$ cat src/rtl/sr_seq_pkg.sv
// rtl/sr_seq_pkg.sv - shared types and constants for the shift-register scan sequencer
package sr_seq_pkg;

    typedef enum logic [2:0] {
        ST_IDLE      = 3'd0,
        ST_START     = 3'd1,
        ST_WAIT_LOAD = 3'd2,
        ST_GAP       = 3'd3,
        ST_FINISH    = 3'd4
    } sr_state_t;

    localparam int DEF_TIMEOUT_CYC = 1023;

    function automatic int calc_nwords(input int width, input int word_width);
        return (width + word_width - 1) / word_width;
    endfunction

endpackage

$ cat src/rtl/sr_cfg_assembler.sv
// rtl/sr_cfg_assembler.sv - assembles the parallel configuration word from word-wide writes
module sr_cfg_assembler
    import sr_seq_pkg::*;
#(
    parameter int WIDTH      = 170,
    parameter int WORD_WIDTH = 32,
    parameter int NWORDS     = calc_nwords(WIDTH, WORD_WIDTH)
) (
    input  logic                  clk,
    input  logic                  rst_n,
    input  logic                  idle,
    input  logic                  cfg_wr,
    input  logic [WORD_WIDTH-1:0] cfg_data,
    input  logic                  cfg_clr,
    input  logic                  go_err,
    output logic [WIDTH-1:0]      sr_din,
    output logic [3:0]            word_cnt,
    output logic                  err_cfg,
    output logic                  full
);

    // Bits shifted past WIDTH are never visible, so only WIDTH bits are stored.
    logic [WIDTH-1:0] asm_q;

    always_ff @(posedge clk or negedge rst_n) begin
        if (!rst_n) begin
            asm_q    <= '0;
            word_cnt <= '0;
            err_cfg  <= 1'b0;
        end else if (idle && cfg_clr) begin
            asm_q    <= '0;
            word_cnt <= '0;
            err_cfg  <= 1'b0;
        end else begin
            if (idle && cfg_wr) begin
                asm_q <= {asm_q[WIDTH-WORD_WIDTH-1:0], cfg_data};
                if (!full)
                    word_cnt <= word_cnt + 4'd1;
            end
            if ((cfg_wr && !idle) || go_err)
                err_cfg <= 1'b1;
        end
    end

    assign sr_din = asm_q;
    assign full   = (word_cnt == 4'(NWORDS));

endmodule

$ cat src/rtl/sr_scan_sequencer.sv
// rtl/sr_scan_sequencer.sv - start/load/gap sequencing of the shift-register datapath
module sr_scan_sequencer
    import sr_seq_pkg::*;
#(
    parameter int WIDTH       = 170,
    parameter int WORD_WIDTH  = 32,
    parameter int NWORDS      = calc_nwords(WIDTH, WORD_WIDTH),
    parameter int TIMEOUT_CYC = DEF_TIMEOUT_CYC,
    parameter int TMO_WIDTH   = 10
) (
    input  logic                  clk,
    input  logic                  rst_n,
    input  logic                  cfg_wr,
    input  logic [WORD_WIDTH-1:0] cfg_data,
    input  logic                  cfg_clr,
    input  logic                  go,
    input  logic                  abort,
    input  logic [15:0]           repeat_num,
    input  logic [15:0]           gap_cycles,
    input  logic                  sr_load,
    input  logic                  fifo_full,
    output logic                  sr_start,
    output logic [WIDTH-1:0]      sr_din,
    output logic                  busy,
    output logic                  done,
    output logic                  err_timeout,
    output logic                  err_cfg,
    output logic [3:0]            word_cnt,
    output logic [15:0]           pass_cnt
);

    sr_state_t            state, state_nx;
    logic                 sr_load_q;
    logic                 load_evt;
    logic                 cfg_full;
    logic                 go_ok, go_err;
    logic                 gap_done;
    logic                 tmo_hit;
    logic [15:0]          remaining;
    logic [15:0]          gap_lat;
    logic [15:0]          gap_cnt;
    logic [TMO_WIDTH-1:0] tmo_cnt;

    assign busy     = (state != ST_IDLE);
    assign load_evt = sr_load & ~sr_load_q;
    assign go_ok    = (state == ST_IDLE) && go && cfg_full;
    assign go_err   = (state == ST_IDLE) && go && !cfg_full;
    // gap_cnt counts GAP cycles already spent; widened so it cannot wrap.
    assign gap_done = ({1'b0, gap_cnt} + 17'd1) >= {1'b0, gap_lat};
    assign tmo_hit  = (tmo_cnt == TMO_WIDTH'(TIMEOUT_CYC - 1));

    sr_cfg_assembler #(
        .WIDTH      (WIDTH),
        .WORD_WIDTH (WORD_WIDTH),
        .NWORDS     (NWORDS)
    ) u_cfg (
        .clk      (clk),
        .rst_n    (rst_n),
        .idle     (state == ST_IDLE),
        .cfg_wr   (cfg_wr),
        .cfg_data (cfg_data),
        .cfg_clr  (cfg_clr),
        .go_err   (go_err),
        .sr_din   (sr_din),
        .word_cnt (word_cnt),
        .err_cfg  (err_cfg),
        .full     (cfg_full)
    );

    always_comb begin
        state_nx = state;
        case (state)
            ST_IDLE:      if (go_ok) state_nx = ST_START;
            ST_START:     state_nx = ST_WAIT_LOAD;
            ST_WAIT_LOAD: begin
                if (load_evt) begin
                    if (remaining == 16'd1)
                        state_nx = ST_FINISH;
                    else if (gap_lat == 16'd0 && !fifo_full)
                        state_nx = ST_START;
                    else
                        state_nx = ST_GAP;
                end else if (tmo_hit) begin
                    state_nx = ST_FINISH;
                end
            end
            ST_GAP:       if (gap_done && !fifo_full) state_nx = ST_START;
            ST_FINISH:    state_nx = ST_IDLE;
            default:      state_nx = ST_IDLE;
        endcase
        if (abort && state != ST_IDLE && state != ST_FINISH)
            state_nx = ST_FINISH;
    end

    always_ff @(posedge clk or negedge rst_n) begin
        if (!rst_n) begin
            state       <= ST_IDLE;
            sr_load_q   <= 1'b0;
            sr_start    <= 1'b0;
            done        <= 1'b0;
            err_timeout <= 1'b0;
            pass_cnt    <= '0;
            remaining   <= '0;
            gap_lat     <= '0;
            gap_cnt     <= '0;
            tmo_cnt     <= '0;
        end else begin
            state     <= state_nx;
            sr_load_q <= sr_load;
            sr_start  <= (state_nx == ST_START);
            done      <= (state == ST_FINISH);
            case (state)
                ST_IDLE: begin
                    if (go_ok) begin
                        remaining   <= (repeat_num == 16'd0) ? 16'd1 : repeat_num;
                        gap_lat     <= gap_cycles;
                        pass_cnt    <= '0;
                        err_timeout <= 1'b0;
                    end
                end
                ST_START: tmo_cnt <= '0;
                ST_WAIT_LOAD: begin
                    // A load in the timeout cycle still counts as a completed pass.
                    if (!abort) begin
                        if (load_evt) begin
                            pass_cnt  <= pass_cnt + 16'd1;
                            remaining <= remaining - 16'd1;
                            gap_cnt   <= '0;
                        end else if (tmo_hit) begin
                            err_timeout <= 1'b1;
                        end else begin
                            tmo_cnt <= tmo_cnt + 1'b1;
                        end
                    end
                end
                ST_GAP: if (!gap_done) gap_cnt <= gap_cnt + 16'd1;
                default: ;
            endcase
        end
    end

endmodule

$ cat config.mk
export PLATFORM = sky130hd
export DESIGN_NAME = sr_scan_sequencer
export DESIGN_NICKNAME = d
export VERILOG_FILES = /design/src/rtl/sr_seq_pkg.sv /design/src/rtl/sr_cfg_assembler.sv /design/src/rtl/sr_scan_sequencer.sv
export SDC_FILE = /design/constraint.sdc
export NUM_CORES = 1
export LEC_CHECK = 0
export ABC_AREA = 0
export BUFFER_PORTS_ARGS = -buffer_cell sky130_fd_sc_hd__buf_2
export CAP_MARGIN = 20
export CORE_ASPECT_RATIO = 1.4
export CORE_MARGIN = 4
export CORE_UTILIZATION = 30
export CTS_CLUSTER_DIAMETER = 120
export CTS_CLUSTER_SIZE = 24
export DETAILED_ROUTE_END_ITERATION = 8
export GPL_TIMING_DRIVEN = 1
export PLACE_DENSITY_LB_ADDON = 0.15
export SYNTH_ARGS = -nofsm -noshare
export SYNTH_HDL_FRONTEND = slang
export SYNTH_SLANG_ARGS = --single-unit
$ cat constraint.sdc
create_clock -name clk -period 3.3 [get_ports clk]
set_input_delay 0.165 -clock clk [delete_from_list [all_inputs] [get_ports clk]]
set_output_delay 0.165 -clock clk [all_outputs]
set_load 0.01 [all_outputs]
==> impl_metrics.ini <==
[placement]
gp_congestion = 0.754
placed_cells = 1650
portBuffers = 266
post-dp-hpwl_mm = 21.1
post_dp_cell_area_um2 = 12900

[pwr]
p_int_mw = 5.29
comb_power_share_pct = 28.7
ir_drop_uv = 519
clock_power_share_pct = 22.9
p_seq_share_pct = 48.4
p_leak_nw = 7.22
total_switching_power_mw = 2.97
power.total_mw = 8.26
powerDensity_nw_per_um2 = 585
swShare_pct = 36.0

[drt]
drc = 0
wl_per_cell_um = 18.0
vias = 8631
drtAntennaViolNets = 0
first_pass_iters = 4
via_per_inst = 4.97
routed_wl_mm = 31.2
drt_iter0_drc = 499

[worst_hold_path]
worstHoldPathType = in -> reg

[final_layout]
fin_cells = 1736
nNetsFinal = 1370
diodes = 0
final_common_cell = buf_2
final_area_um2 = 14100
final_cell_mix = buf_2, dfrtp_1, a22o_1, nand2_1, dlygate4sd3_1
areaGrowthSynthToFinish_pct = 29.5
drive_above_1_share_pct = 28.2

[cts]
insertion_delay_ps = 510
clk_pin_slew_ps = 110
cts_tree = yes
root_buffer = clkbuf_16
cts_buffers = 14
clock_path_buffers = 3
clkSinkCount = 256
ctsHtreeMaxLevel = 1

[job]
drv_cap = 0

[setup_path]
crit_top_cell = nand3_4
cp-start-kind = flip-flop
crit_required_ps = 3700
path_class = reg -> reg
slowest_delay_ps = 510
cp_data_arrival_time_ps = 3620
critPathMaxFanout = 11
critPathSlowestCell = or4_4
crit_chain = ha_4, nand3_4, or4_4, inv_2, nand3_4, xnor2_2, ha_1, a21o_1, a211oi_2, o2111a_2, buf_4, nor2_4, buf_12, a221o_1
cp-end-kind = flip-flop

[grt]
antenna_found_initial = 0
gr-usage-met3_pct = 4.59
grt.overflow.total = 0
grt_max_degree = 172
grt_pass1_wl_mm = 49.5
met2_usage_pct = 24.8
use_met1_pct = 20.2
grt.total_usage_pct = 15.3
grt_busiest_layer = met2
grt_pass1_vias = 8718

[synth]
syn_avg_cell_area_um2 = 11.5
synth_fa_ha_area_share_pct = 2.75
synth_area_um2 = 10900
synth_top_area_share_pct = 58.8
synth_xor_area_share_pct = 2.73
ys_async_sr_fraction_pct = 100
synth_top_family_by_area = compound AO/OA/AOI/OAI gates
synth_edf_count = 0
synth_warnings = 0
synth_mux_area_share_pct = 0.677
ys.flop_type = dfrtp_1
synth-seq-cells = 256
synthesis.nets = 1047
yosysTopAreaCell = dfrtp_1
ys_seq_area_share_pct = 58.8
synthCells = 951
synthSimpleGateAreaFrac_pct = 11.1
synth-compound-area-share_pct = 20.7
synthTopCellsByArea = dfrtp_1, a22o_1, ha_1
ys_types = 57

[die]
io_pins = 267
core_area_um2 = 35800
die-area_um2 = 39500
dieWidth_um = 169
fp-row-count = 82
die_y_um = 234
start_util_pct = 30.4

[timing]
rsz0062_at_grt = yes
skew_ps = 26.3
holdWs_ps = 37.7
period_share_pct = 97.7
finalCriticalPeriod_ps = 3220
setup_viol = 0
worstMarginPinSlew_ps = 845
hold_violations = 0
final.setup.tns_ps = 0
relSlewSlack_pct = 43.6
drv_slew = 0
max_freq_ghz = 0.310

[outcome]
status = finished, final reports clean
power by group through the flow:
stage | registers, mW | logic [mW] | clock network, mW
floorplan | 4.06 | 1.33 | 0
global placement | 4.04 | 2.28 | 0
detailed placement | 4.05 | 2.30 | 0
CTS | 4.00 | 2.38 | 2.01
global route | 4.09 | 2.64 | 2.11
finish | 4.00 | 2.37 | 1.89
critical path: cells and delay by family, from the launching register on:
kind            cells  cell delay [ps]
xor+xnor            1              150
simple gates        4              720
fa+ha+maj           2              460
compound gates      4              990
flops               1              410
buf+inv             3              370
cells by family after synthesis:
| kind of cell | count (synthesis) |
|---|---|
| compound gates | 294 |
| xor+xnor | 34 |
| fa+ha+maj | 24 |
| buf+inv | 89 |
| flops | 256 |
| mux | 7 |
| simple gates | 247 |
cells in the mapped netlist, types with 6 or more instances:
cell type / instances
nand2_1: 64
nand3_1: 28
a221o_1: 6
ha_1: 24
and3_1: 12
inv_1: 26
nand4_1: 13
xor2_1: 12
nand2b_1: 6
xnor2_1: 22
a21oi_1: 26
dfrtp_1: 256
nor2_1: 63
a22o_1: 170
clkbuf_1: 46
o21ai_0: 56
buf_2: 12
nor4_1: 17
nor3_1: 19
routing by layer:
metal  vias to the layer above  wire, um
met3                        28      2320
met5                         -         0
met1                      4237     13500
met2                       231     14900
met4                         0       488
li1                       4135         -
area by class of cell:
type	count	area, um2
Fill cell	3516	21700
Sequential cell	256	6410
Multi-Input combinational cell	606	4270
Timing Repair Buffer	369	2380
Tap cell	462	578
Clock buffer	15	375
Inverter	27	101
Clock inverter	1	8.76
state kept, by name, summed over array words and instances, names as in the netlist:
register / flops
pass_cnt: 16
remaining: 16
u_cfg.sr_din: 170
tmo_cnt: 10
state: 3
sr_start: 1
gap_cnt: 16
u_cfg.word_cnt: 4
done: 1
sr_load_q: 1
gap_lat: 16
u_cfg.err_cfg: 1
err_timeout: 1
timing repair:
action                                  4_1_cts  5_1_grt
resized for setup                             6       19
hold buffers                                 63        0
endpoints found under the setup margin       13       17
gates cloned                                  0        1
setup buffers                                 0        6
pin swaps                                     2       10
hold endpoints to repair                    149        0
path summary, 6_finish.rpt:
path                                   start           endpoint  slack [ps]  cells past startpoint
setup / recovery                  gap_cnt[0]         gap_cnt[6]          80                     14
hold / removal                 repeat_num[8]       remaining[8]          40                      3
setup reg to reg                  gap_cnt[0]         gap_cnt[6]          80                     14
hold reg to reg            u_cfg.sr_din[164]  u_cfg.sr_din[164]         510                      1
max in group asynchronous              rst_n   u_cfg.sr_din[48]        2180                      3
min in group asynchronous              rst_n         gap_lat[9]         290                      2
stage by stage:
stage,setup WS (ps),utilization (%)
after floorplan,114,-
after global placement,-301,36.0
after detailed placement,-363,36.0
after CTS,16.7,38.9
after global routing,-63.9,39.4
final,76.9,39.4
Note: power is estimated with default switching activity, not from simulation.
